==> config.mk <==
export PLATFORM = sky130hd
export DESIGN_NAME = ycc2rgb_stream
export DESIGN_NICKNAME = d
export VERILOG_FILES = /design/src/rtl/ycc2rgb_stream.sv
export SDC_FILE = /design/constraint.sdc
export NUM_CORES = 1
export LEC_CHECK = 0
export BUFFER_PORTS_ARGS = -buffer_cell sky130_fd_sc_hd__buf_2
export CAP_MARGIN = 0
export CORE_UTILIZATION = 36
export DETAILED_ROUTE_END_ITERATION = 16
export GPL_ROUTABILITY_DRIVEN = 0
export PLACE_DENSITY = 0.54
export SYNTH_ARGS = -nofsm -noshare
export SYNTH_HDL_FRONTEND = slang
export SYNTH_SLANG_ARGS = --single-unit
==> constraint.sdc <==
create_clock -name clk -period 11.81 [get_ports clk]
set_input_delay 1.7715 -clock clk [delete_from_list [all_inputs] [get_ports clk]]
set_output_delay 1.7715 -clock clk [all_outputs]
set_load 0.005 [all_outputs]
==> src/rtl/ycc2rgb_stream.sv <==
// Purpose : YCrCb -> RGB colour-space converter, BT.601/BT.709 selectable per pixel, clamped output.
// Latency : 3 cycles from input transfer to out_valid; 1 pixel/clk throughput.
// Backpr. : stallable valid/ready pipeline, bubbles collapse, up to 3 pixels held while out_ready=0.
//
// Ports   : clk/rst (async active-high); in_valid/in_ready + in_y/in_cr/in_cb/in_mode/in_user;
//           out_valid/out_ready + out_r/out_g/out_b/out_user (all outputs registered).
// Option  : define YCC2RGB_ROUND_EN for round-half-up before the clamp (default: truncation).
module ycc2rgb_stream #(
    parameter int IN_W   = 10,
    parameter int OUT_W  = 8,
    parameter int FRAC_W = 8,
    parameter int USER_W = 2
) (
    input  logic              clk,
    input  logic              rst,
    input  logic              in_valid,
    output logic              in_ready,
    input  logic [IN_W-1:0]   in_y,
    input  logic [IN_W-1:0]   in_cr,
    input  logic [IN_W-1:0]   in_cb,
    input  logic              in_mode,
    input  logic [USER_W-1:0] in_user,
    output logic              out_valid,
    input  logic              out_ready,
    output logic [OUT_W-1:0]  out_r,
    output logic [OUT_W-1:0]  out_g,
    output logic [OUT_W-1:0]  out_b,
    output logic [USER_W-1:0] out_user
);

    localparam int DW    = IN_W + 1;            // signed offset-removed sample
    localparam int KW    = FRAC_W + 3;          // unsigned Q2.FRAC_W plus a sign bit
    localparam int PW    = DW + KW;             // product width
    localparam int SW    = PW + 2;              // sum width with 2 guard bits
    localparam int SH    = FRAC_W + IN_W - OUT_W;
    localparam int Y_OFS = (IN_W >= 10) ? (64 << (IN_W - 10)) : (64 >> (10 - IN_W));
    localparam int C_OFS = 1 << (IN_W - 1);
    localparam logic signed [SW-1:0] OMAX = SW'((1 << OUT_W) - 1);
`ifdef YCC2RGB_ROUND_EN
    localparam logic signed [SW-1:0] RND  = SW'(1 << (SH - 1));
`endif

    // Coefficients are tabulated at 8 fractional bits and rescaled to FRAC_W.
    function automatic logic signed [PW-1:0] kc(input int k);
        int s;
        s = (FRAC_W >= 8) ? (k << (FRAC_W - 8)) : (k >> (8 - FRAC_W));
        return PW'(s);
    endfunction

    function automatic logic [OUT_W-1:0] clamp(input logic signed [SW-1:0] v);
        if (v < 0)
            return '0;
        else if (v > OMAX)
            return '1;
        else
            return v[OUT_W-1:0];
    endfunction

    // Stage 1 state
    logic                     v1_q, v1_d;
    logic signed [DW-1:0]     yd_q, yd_d, crd_q, crd_d, cbd_q, cbd_d;
    logic                     mode1_q, mode1_d;
    logic [USER_W-1:0]        user1_q, user1_d;
    // Stage 2 state
    logic                     v2_q, v2_d;
    logic signed [PW-1:0]     x_q, x_d, a_q, a_d, b1_q, b1_d, b2_q, b2_d, c_q, c_d;
    logic [USER_W-1:0]        user2_q, user2_d;
    // Stage 3 state (drives the outputs directly)
    logic                     v3_q, v3_d;
    logic [OUT_W-1:0]         r_q, r_d, g_q, g_d, b_q, b_d;
    logic [USER_W-1:0]        user3_q, user3_d;

    logic                     ld1, ld2, ld3;
    logic signed [PW-1:0]     k1, k2, k3, k4, k5;
    logic signed [SW-1:0]     sum_r, sum_g, sum_b;

    // A stage loads when it is empty or its contents move on this cycle.
    assign ld3      = !v3_q || out_ready;
    assign ld2      = !v2_q || ld3;
    assign ld1      = !v1_q || ld2;
    assign in_ready = ld1;

    // Coefficient ROM indexed by the mode captured with this pixel.
    always_comb begin
        if (mode1_q) begin
            k1 = kc(298); k2 = kc(459); k3 = kc(55);  k4 = kc(136); k5 = kc(541);
        end else begin
            k1 = kc(298); k2 = kc(409); k3 = kc(208); k4 = kc(100); k5 = kc(516);
        end
    end

    always_comb begin
        sum_r = SW'(x_q) + SW'(a_q);
        sum_g = SW'(x_q) - SW'(b1_q) - SW'(b2_q);
        sum_b = SW'(x_q) + SW'(c_q);
`ifdef YCC2RGB_ROUND_EN
        sum_r = sum_r + RND;
        sum_g = sum_g + RND;
        sum_b = sum_b + RND;
`endif
    end

    always_comb begin
        v1_d = v1_q; yd_d = yd_q; crd_d = crd_q; cbd_d = cbd_q;
        mode1_d = mode1_q; user1_d = user1_q;
        v2_d = v2_q; x_d = x_q; a_d = a_q; b1_d = b1_q; b2_d = b2_q; c_d = c_q;
        user2_d = user2_q;
        v3_d = v3_q; r_d = r_q; g_d = g_q; b_d = b_q; user3_d = user3_q;

        // Data registers only capture real pixels so held/idle stages never toggle.
        if (ld1) begin
            v1_d = in_valid;
            if (in_valid) begin
                yd_d    = $signed({1'b0, in_y})  - DW'(Y_OFS);
                crd_d   = $signed({1'b0, in_cr}) - DW'(C_OFS);
                cbd_d   = $signed({1'b0, in_cb}) - DW'(C_OFS);
                mode1_d = in_mode;
                user1_d = in_user;
            end
        end
        if (ld2) begin
            v2_d = v1_q;
            if (v1_q) begin
                x_d     = PW'(yd_q)  * k1;
                a_d     = PW'(crd_q) * k2;
                b1_d    = PW'(crd_q) * k3;
                b2_d    = PW'(cbd_q) * k4;
                c_d     = PW'(cbd_q) * k5;
                user2_d = user1_q;
            end
        end
        if (ld3) begin
            v3_d = v2_q;
            if (v2_q) begin
                r_d     = clamp(sum_r >>> SH);
                g_d     = clamp(sum_g >>> SH);
                b_d     = clamp(sum_b >>> SH);
                user3_d = user2_q;
            end
        end
    end

    always_ff @(posedge clk or posedge rst) begin
        if (rst) begin
            v1_q <= 1'b0; yd_q <= '0; crd_q <= '0; cbd_q <= '0; mode1_q <= 1'b0; user1_q <= '0;
            v2_q <= 1'b0; x_q <= '0; a_q <= '0; b1_q <= '0; b2_q <= '0; c_q <= '0; user2_q <= '0;
            v3_q <= 1'b0; r_q <= '0; g_q <= '0; b_q <= '0; user3_q <= '0;
        end else begin
            v1_q <= v1_d; yd_q <= yd_d; crd_q <= crd_d; cbd_q <= cbd_d;
            mode1_q <= mode1_d; user1_q <= user1_d;
            v2_q <= v2_d; x_q <= x_d; a_q <= a_d; b1_q <= b1_d; b2_q <= b2_d; c_q <= c_d;
            user2_q <= user2_d;
            v3_q <= v3_d; r_q <= r_d; g_q <= g_d; b_q <= b_d; user3_q <= user3_d;
        end
    end

    assign out_valid = v3_q;
    assign out_r     = r_q;
    assign out_g     = g_q;
    assign out_b     = b_q;
    assign out_user  = user3_q;

endmodule

== After elaboration in Yosys (flattened, before gate mapping) ==
Cells that the tools add are included.

* Register bits after elaboration: 175
* Latch bits: 0
* Memory bits (writable): 0
* Memory bits (read-only): 0
* Input port bits: 37
* Output and inout bits: 28
* Logic and storage cells: 55
* Memories kept: 0

* Add/sub/neg operators: 7
* $mul: 5
* Div/mod/pow operators: 0
* $lt $le $gt $ge: 6
* Equality and inequality tests: 0
* Shift operators: 0
* Multiplexer cells: 10
* Bitwise logic cells: 0
* Reductions and logical operators: 9

{| class="wikitable"
|+ Operators by type and width
! operator !! count
|-
| two-way mux 8 bit || 8
|-
| adder 21 x 22 -> 23 bit || 2
|-
| multiplier 11 x 9 -> 20 bit || 2
|-
| > comparator 13 x 9 -> 1 bit, second input constant || 2
|-
| < comparator 13 x 1 -> 1 bit, second input constant || 2
|-
| subtractor 23 x 22 -> 24 bit || 1
|-
| subtractor 21 x 22 -> 23 bit || 1
|-
| multiplier 11 x 11 -> 22 bit || 1
|-
| subtractor 10 x 10 -> 11 bit, second input constant || 2
|-
| multiplier 11 x 10 -> 21 bit || 1
|-
| multiplier 11 x 9 -> 20 bit, second input constant || 1
|-
| > comparator 14 x 9 -> 1 bit, second input constant || 1
|-
| < comparator 14 x 1 -> 1 bit, second input constant || 1
|-
| subtractor 10 x 7 -> 11 bit, second input constant || 1
|-
| two-way mux 7 bit || 1
|-
| AND reduction 2 bit || 3
|-
| two-way mux 5 bit || 1
|-
| logical NOT 1 bit || 3
|-
| logical OR 1 bit || 3
|}

== Depth between registers and ports, before layout ==
* Word-level depth: 5
* Depth in mapped cells: 23
* Depth with buffers taken out: 21

== Least setup slack after synthesis ==
No wires, ideal clock.

* Path kind: register to register
* Start point: reg mode1_q
* End point: reg a_q[19]
* Arrival time: 5.278 ns
* Data required time: 11.674 ns
* Setup slack: 6.396 ns
* Cell stages (with the launch flop): 23
* Path buffers: 2
* Period minus slack after synthesis: 5.414 ns
* Cells stage by stage: dfrtp_1 -> clkbuf_1 -> clkbuf_1 -> nand2_1 -> inv_1 -> ha_1 -> inv_1 -> fa_1 -> inv_1 -> fa_1 -> fa_1 -> inv_1 -> fa_1 -> inv_1 -> ha_1 -> a21oi_1 -> a21boi_0 -> o21ai_0 -> nand2b_1 -> o41ai_1 -> o21ai_0 -> xnor2_1 -> o21ai_0

* Word-level cells in the longest chain between the ends: 2

{| class="wikitable"
|+ Ends and longest elaborated chain
! item !! RTL line !! source
|-
| start, declared || 62 || <nowiki>logic mode1_q, mode1_d;</nowiki>
|-
| start signal, assigned || 150 || <nowiki>mode1_q <= mode1_d; user1_q <= user1_d;</nowiki>
|-
| two-way mux 7 bit || 85 || <nowiki>if (mode1_q) begin</nowiki>
|-
| multiplier 11 x 10 -> 21 bit || 125 || <nowiki>a_d = PW'(crd_q) * k2;</nowiki>
|-
| end signal, assigned || 146 || <nowiki>v2_q <= 1'b0; x_q <= '0; a_q <= '0; b1_q <= '0; b2_q <= '0; c_q <= '0; user2_q <= '0;</nowiki>
|-
| end signal, assigned || 151 || <nowiki>v2_q <= v2_d; x_q <= x_d; a_q <= a_d; b1_q <= b1_d; b2_q <= b2_d; c_q <= c_d;</nowiki>
|-
| end, declared || 66 || <nowiki>logic signed [PW-1:0] x_q, x_d, a_q, a_d, b1_q, b1_d, b2_q, b2_d, c_q, c_d;</nowiki>
|}

No other way between the ends.
A chain may end at the register's enable or synchronous reset.

== Worst setup path after layout ==
Ends and elaborated chain as after synthesis.

==> implementation parameters <==
Parameter                              Value

GRT
  All-layer global routing usage    ~17%
  Pin count of the biggest net entering global routing    101
  Wire length of the first global-routing pass    70300 um
  Remaining global-route overflow    0
  Number of global-route vias before repair    between 10000 and 15000
  Number of antenna violations at the first check in global routing    0

Clock network
  Clk_lat worst skew    between 0.4 and 0.5 ns
  Total of cells resized after clock tree synthesis    0
  TritonCTS clock tree    yes
  Clock input transition at the sequential cells of the worst setup and hold paths    roughly 0.07 ns
  Number of clock sinks    approximately 160
  Max Buffers Root-to-Sink    2
  Clock root buffer master    sky130_fd_sc_hd__clkbuf_16
  Number of setup buffers added after CTS    0
  Hold Buf Count CTS    0
  Clock buffer count from CTS    17
  CTS H-tree lvls    4

STA
  Skew final    roughly 0.012 ns
  Max Fclk    around 170 MHz
  Final max-slew violation count    0
  Final Hold Viols    0
  Final worst-path cycle share    between 40 and 50%
  RSZ-0062 raised after global routing    no
  Actual slew at the worst max-slew pin    ~0.96 ns
  Worst max-slew margin expressed relative to the limit    between 30% and 40%
  Setup TNS    0 ns
  Final setup violation count    0
  Final period demand of the worst path    5.83 ns

Placement
  Input/output buffers    64
  Final HPWL DP    between 30000 and 40000 um
  Total placed cells including tap cells    about 2700

Floorplanning
  Vert. Die Dim    between 200 and 250 um
  DIE AREA    52800 sq um
  Die Width    around 230 um
  Core Region    between 50000 and 60000 sq um
  Count of pins on the block boundary    65
  Num rows    a little over 80
  Initial cell density of the core    approximately 36%

Synth
  Post-Synthesis Cells    just under 2000
  Register area share after synthesis    a little over a fifth
  Asr flop ratio synth    100%
  Number of enable-type register cells in the synthesized netlist    0
  Synthesis Warnings    0
  Combined area of all synthesized cells    18700 sq um
  Cell variety after synth    71
  Mean instance size in the synthesized netlist    between 9 and 10 sq um
  Seq cells post-synth    around 160
  Top flip-flop cell by instance count after synthesis    sky130_fd_sc_hd__dfrtp_1

Finish
  Number of cells in the finished layout apart from fillers    2687
  Diode count    0
  Relative area change from synthesis to final layout    9.25%
  Final core area utilization    between 30 and 40%
  Layout cell share with drive strength beyond 1    a little under a tenth
  Net count, final    between 2000 and 3000

Worst setup path
  Worst Path Required    about 12 ns
  Number of buffers and inverters on the critical path    5
  Endpoint class of the critical path    register
  Data arrival time at the worst-slack endpoint    a little over 6 ns
  Cells along the critical path    nand2_1, inv_1, ha_1, inv_1, fa_1, inv_1, fa_1, fa_1, inv_1, fa_1, inv_1, ha_1, a21oi_1, a21boi_0, o21ai_0, nand2b_1, o41ai_1, o21ai_0, xnor2_1, o21ai_0
  Launching element type of the critical path    register
  Largest fanout on the critical path    22
  Critical path start-end classification    register to register
  Slowest cell on crit path    sky130_fd_sc_hd__dfrtp_1
  Biggest cell delay along the critical path    0.80 ns
  Most used cell along the critical path    sky130_fd_sc_hd__inv_1
  Cell class contributing the biggest share of worst-path delay    adder cells

Drt
  Aggregate routed wire length    between 40000 and 50000 um
  Number of routed nets with antenna violations    0
  Vias per Instance    4.82
  Initial DRC count    just over 600
  Drt pass-1 iters    5
  Routed WL per cell    approximately 16 um
  Via Count    between 10000 and 15000
  Residual DRC count    0

Outcome
  Run status    complete, no violations

Job
  Count of max-cap constraint violations    0

Min path
  Tightest Hold Check Type    register to register
-- final timing paths --
path / to / slack, ns / start / depth (start not counted)
hold reg to reg: out_user[1]$_DFFE_PP0P_ / 0.46 / user2_q[1]$_DFFE_PP0P_ / 2
hold / removal: out_user[1]$_DFFE_PP0P_ / 0.46 / user2_q[1]$_DFFE_PP0P_ / 2
max in group asynchronous: b2_q[14]$_DFFE_PP0P_ / 8.81 / rst / 3
setup / recovery: a_q[19]$_DFFE_PP0P_ / 5.98 / mode1_q$_DFFE_PP0P_ / 20
setup reg to reg: a_q[19]$_DFFE_PP0P_ / 5.98 / mode1_q$_DFFE_PP0P_ / 20
min in group asynchronous: yd_q[10]$_DFFE_PP0P_ / 1.49 / rst / 2
-- sequential cells by signal, indices dropped and copies added (netlist names) --
| name | cells |
|---|---|
| crd_q | 10 |
| x_q | 20 |
| out_r | 8 |
| v2_q | 1 |
| user1_q | 2 |
| out_b | 8 |
| user2_q | 2 |
| b2_q | 18 |
| out_user | 2 |
| c_q | 21 |
| mode1_q | 1 |
| yd_q | 11 |
| out_g | 8 |
| b1_q | 20 |
| out_valid | 1 |
| cbd_q | 10 |
| v1_q | 1 |
| a_q | 20 |
-- cells in the final DEF (no fill, tap or decap), types with 8 or more instances in the layout --
| cell | instances |
|---|---|
| sky130_fd_sc_hd__clkbuf_16 | 17 |
| sky130_fd_sc_hd__dfrtp_1 | 164 |
| sky130_fd_sc_hd__o21ai_0 | 108 |
| sky130_fd_sc_hd__a31oi_1 | 11 |
| sky130_fd_sc_hd__nand2b_1 | 34 |
| sky130_fd_sc_hd__nor2_1 | 53 |
| sky130_fd_sc_hd__and3_1 | 8 |
| sky130_fd_sc_hd__nor3_1 | 19 |
| sky130_fd_sc_hd__fa_1 | 184 |
| sky130_fd_sc_hd__a221oi_1 | 9 |
| sky130_fd_sc_hd__ha_1 | 305 |
| sky130_fd_sc_hd__o21bai_1 | 12 |
| sky130_fd_sc_hd__and2_1 | 17 |
| sky130_fd_sc_hd__a21o_1 | 43 |
| sky130_fd_sc_hd__xor2_1 | 34 |
| sky130_fd_sc_hd__nand2_1 | 156 |
| sky130_fd_sc_hd__buf_2 | 64 |
| sky130_fd_sc_hd__nand3_1 | 22 |
| sky130_fd_sc_hd__inv_1 | 357 |
| sky130_fd_sc_hd__nor2b_1 | 18 |
| sky130_fd_sc_hd__or2_2 | 8 |
| sky130_fd_sc_hd__mux2_2 | 50 |
| sky130_fd_sc_hd__xnor2_1 | 72 |
| sky130_fd_sc_hd__o211a_1 | 11 |
| sky130_fd_sc_hd__conb_1 | 29 |
| sky130_fd_sc_hd__o221a_2 | 9 |
| sky130_fd_sc_hd__o31ai_1 | 11 |
| sky130_fd_sc_hd__o21a_1 | 14 |
| sky130_fd_sc_hd__a21oi_1 | 60 |
-- Yosys cell counts (9+ instances only) --
| master | n | area (sq um) |
|---|---|---|
| sky130_fd_sc_hd__a21o_1 | 43 | 323 |
| sky130_fd_sc_hd__o211a_1 | 11 | 110 |
| sky130_fd_sc_hd__nand2_1 | 158 | 593 |
| sky130_fd_sc_hd__mux2_2 | 50 | 563 |
| sky130_fd_sc_hd__nor2b_1 | 18 | 113 |
| sky130_fd_sc_hd__and2_1 | 17 | 106 |
| sky130_fd_sc_hd__nor2_1 | 53 | 199 |
| sky130_fd_sc_hd__o21bai_1 | 12 | 90.1 |
| sky130_fd_sc_hd__a31oi_1 | 11 | 68.8 |
| sky130_fd_sc_hd__xor2_1 | 34 | 298 |
| sky130_fd_sc_hd__nor3_1 | 19 | 95.1 |
| sky130_fd_sc_hd__fa_1 | 184 | 3680 |
| sky130_fd_sc_hd__o221a_2 | 9 | 101 |
| sky130_fd_sc_hd__clkbuf_1 | 37 | 139 |
| sky130_fd_sc_hd__nand2b_1 | 34 | 213 |
| sky130_fd_sc_hd__o21ai_0 | 108 | 541 |
| sky130_fd_sc_hd__o31ai_1 | 11 | 82.6 |
| sky130_fd_sc_hd__inv_1 | 358 | 1340 |
| sky130_fd_sc_hd__a21oi_1 | 60 | 300 |
| sky130_fd_sc_hd__dfrtp_1 | 164 | 4100 |
| sky130_fd_sc_hd__nand3_1 | 22 | 110 |
| sky130_fd_sc_hd__o21a_1 | 14 | 105 |
| sky130_fd_sc_hd__xnor2_1 | 72 | 631 |
| sky130_fd_sc_hd__a221oi_1 | 9 | 78.8 |
| sky130_fd_sc_hd__ha_1 | 305 | 3820 |
-- stage by stage --
| stage | worst slack, ns | hold slack (ns) | area [sq um] |
|---|---|---|---|
| after floorplan | 5.61 | 0.433 | 18800 |
| after global placement | 6.11 | 0.441 | 19800 |
| after detailed placement | 5.99 | 0.443 | 19800 |
| after CTS | 5.99 | 0.462 | 20400 |
| after global routing | 5.46 | 0.507 | 20400 |
| final | 5.98 | 0.458 | 20400 |
-- cells by family (layout without fill, tap and decap cells) --
| family | after synthesis | count (layout) | share of synthesized area, % |
|---|---|---|---|
| fa+ha+maj | 489 | 489 | 40.2 |
| buf+inv | 401 | 458 | 8.07 |
| simple gates | 362 | 362 | 9.29 |
| compound gates | 345 | 345 | 12.3 |
| flops | 164 | 164 | 22.0 |
| xor+xnor | 106 | 106 | 4.97 |
| mux | 54 | 54 | 3.23 |
| other cells | 2 | 29 | 0.0402 |
-- routing by layer --
layer / GRT usage [%] / up-vias / part of all wire [%]
met5: 0 / - / 0
met4: 5.40 / 0 / 1.9
met3: 2.69 / 43 / 2.6
met1: 23.6 / 6252 / 50
met2: 27.2 / 171 / 45
li1: - / 6481 / -
-- worst register-to-register path, stage by stage, from the launching register on --
cell                       delay (ns)
sky130_fd_sc_hd__dfrtp_1         0.80
sky130_fd_sc_hd__nand2_1         0.47
sky130_fd_sc_hd__inv_1           0.27
sky130_fd_sc_hd__ha_1            0.18
sky130_fd_sc_hd__inv_1           0.05
sky130_fd_sc_hd__fa_1            0.47
sky130_fd_sc_hd__inv_1           0.05
sky130_fd_sc_hd__fa_1            0.47
sky130_fd_sc_hd__fa_1            0.55
sky130_fd_sc_hd__inv_1           0.05
sky130_fd_sc_hd__fa_1            0.49
sky130_fd_sc_hd__inv_1           0.04
sky130_fd_sc_hd__ha_1            0.37
sky130_fd_sc_hd__a21oi_1         0.17
sky130_fd_sc_hd__a21boi_0        0.09
sky130_fd_sc_hd__o21ai_0         0.14
sky130_fd_sc_hd__nand2b_1        0.11
sky130_fd_sc_hd__o41ai_1         0.48
sky130_fd_sc_hd__o21ai_0         0.20
sky130_fd_sc_hd__xnor2_1         0.16
sky130_fd_sc_hd__o21ai_0         0.08
-- layout make-up --
class                   instances  area (sq um)
clock buffers                  18           429
clock inverters                14           144
fillers                      5169         30900
inverters                     358          1350
multi-input cells            1385         13200
flip-flops and latches        164          4100
well taps                     680           851
repair buffers                 68           350
Power is not shown: default switching activity piles up to over one toggle a cycle in this logic, so the estimate is an artifact.
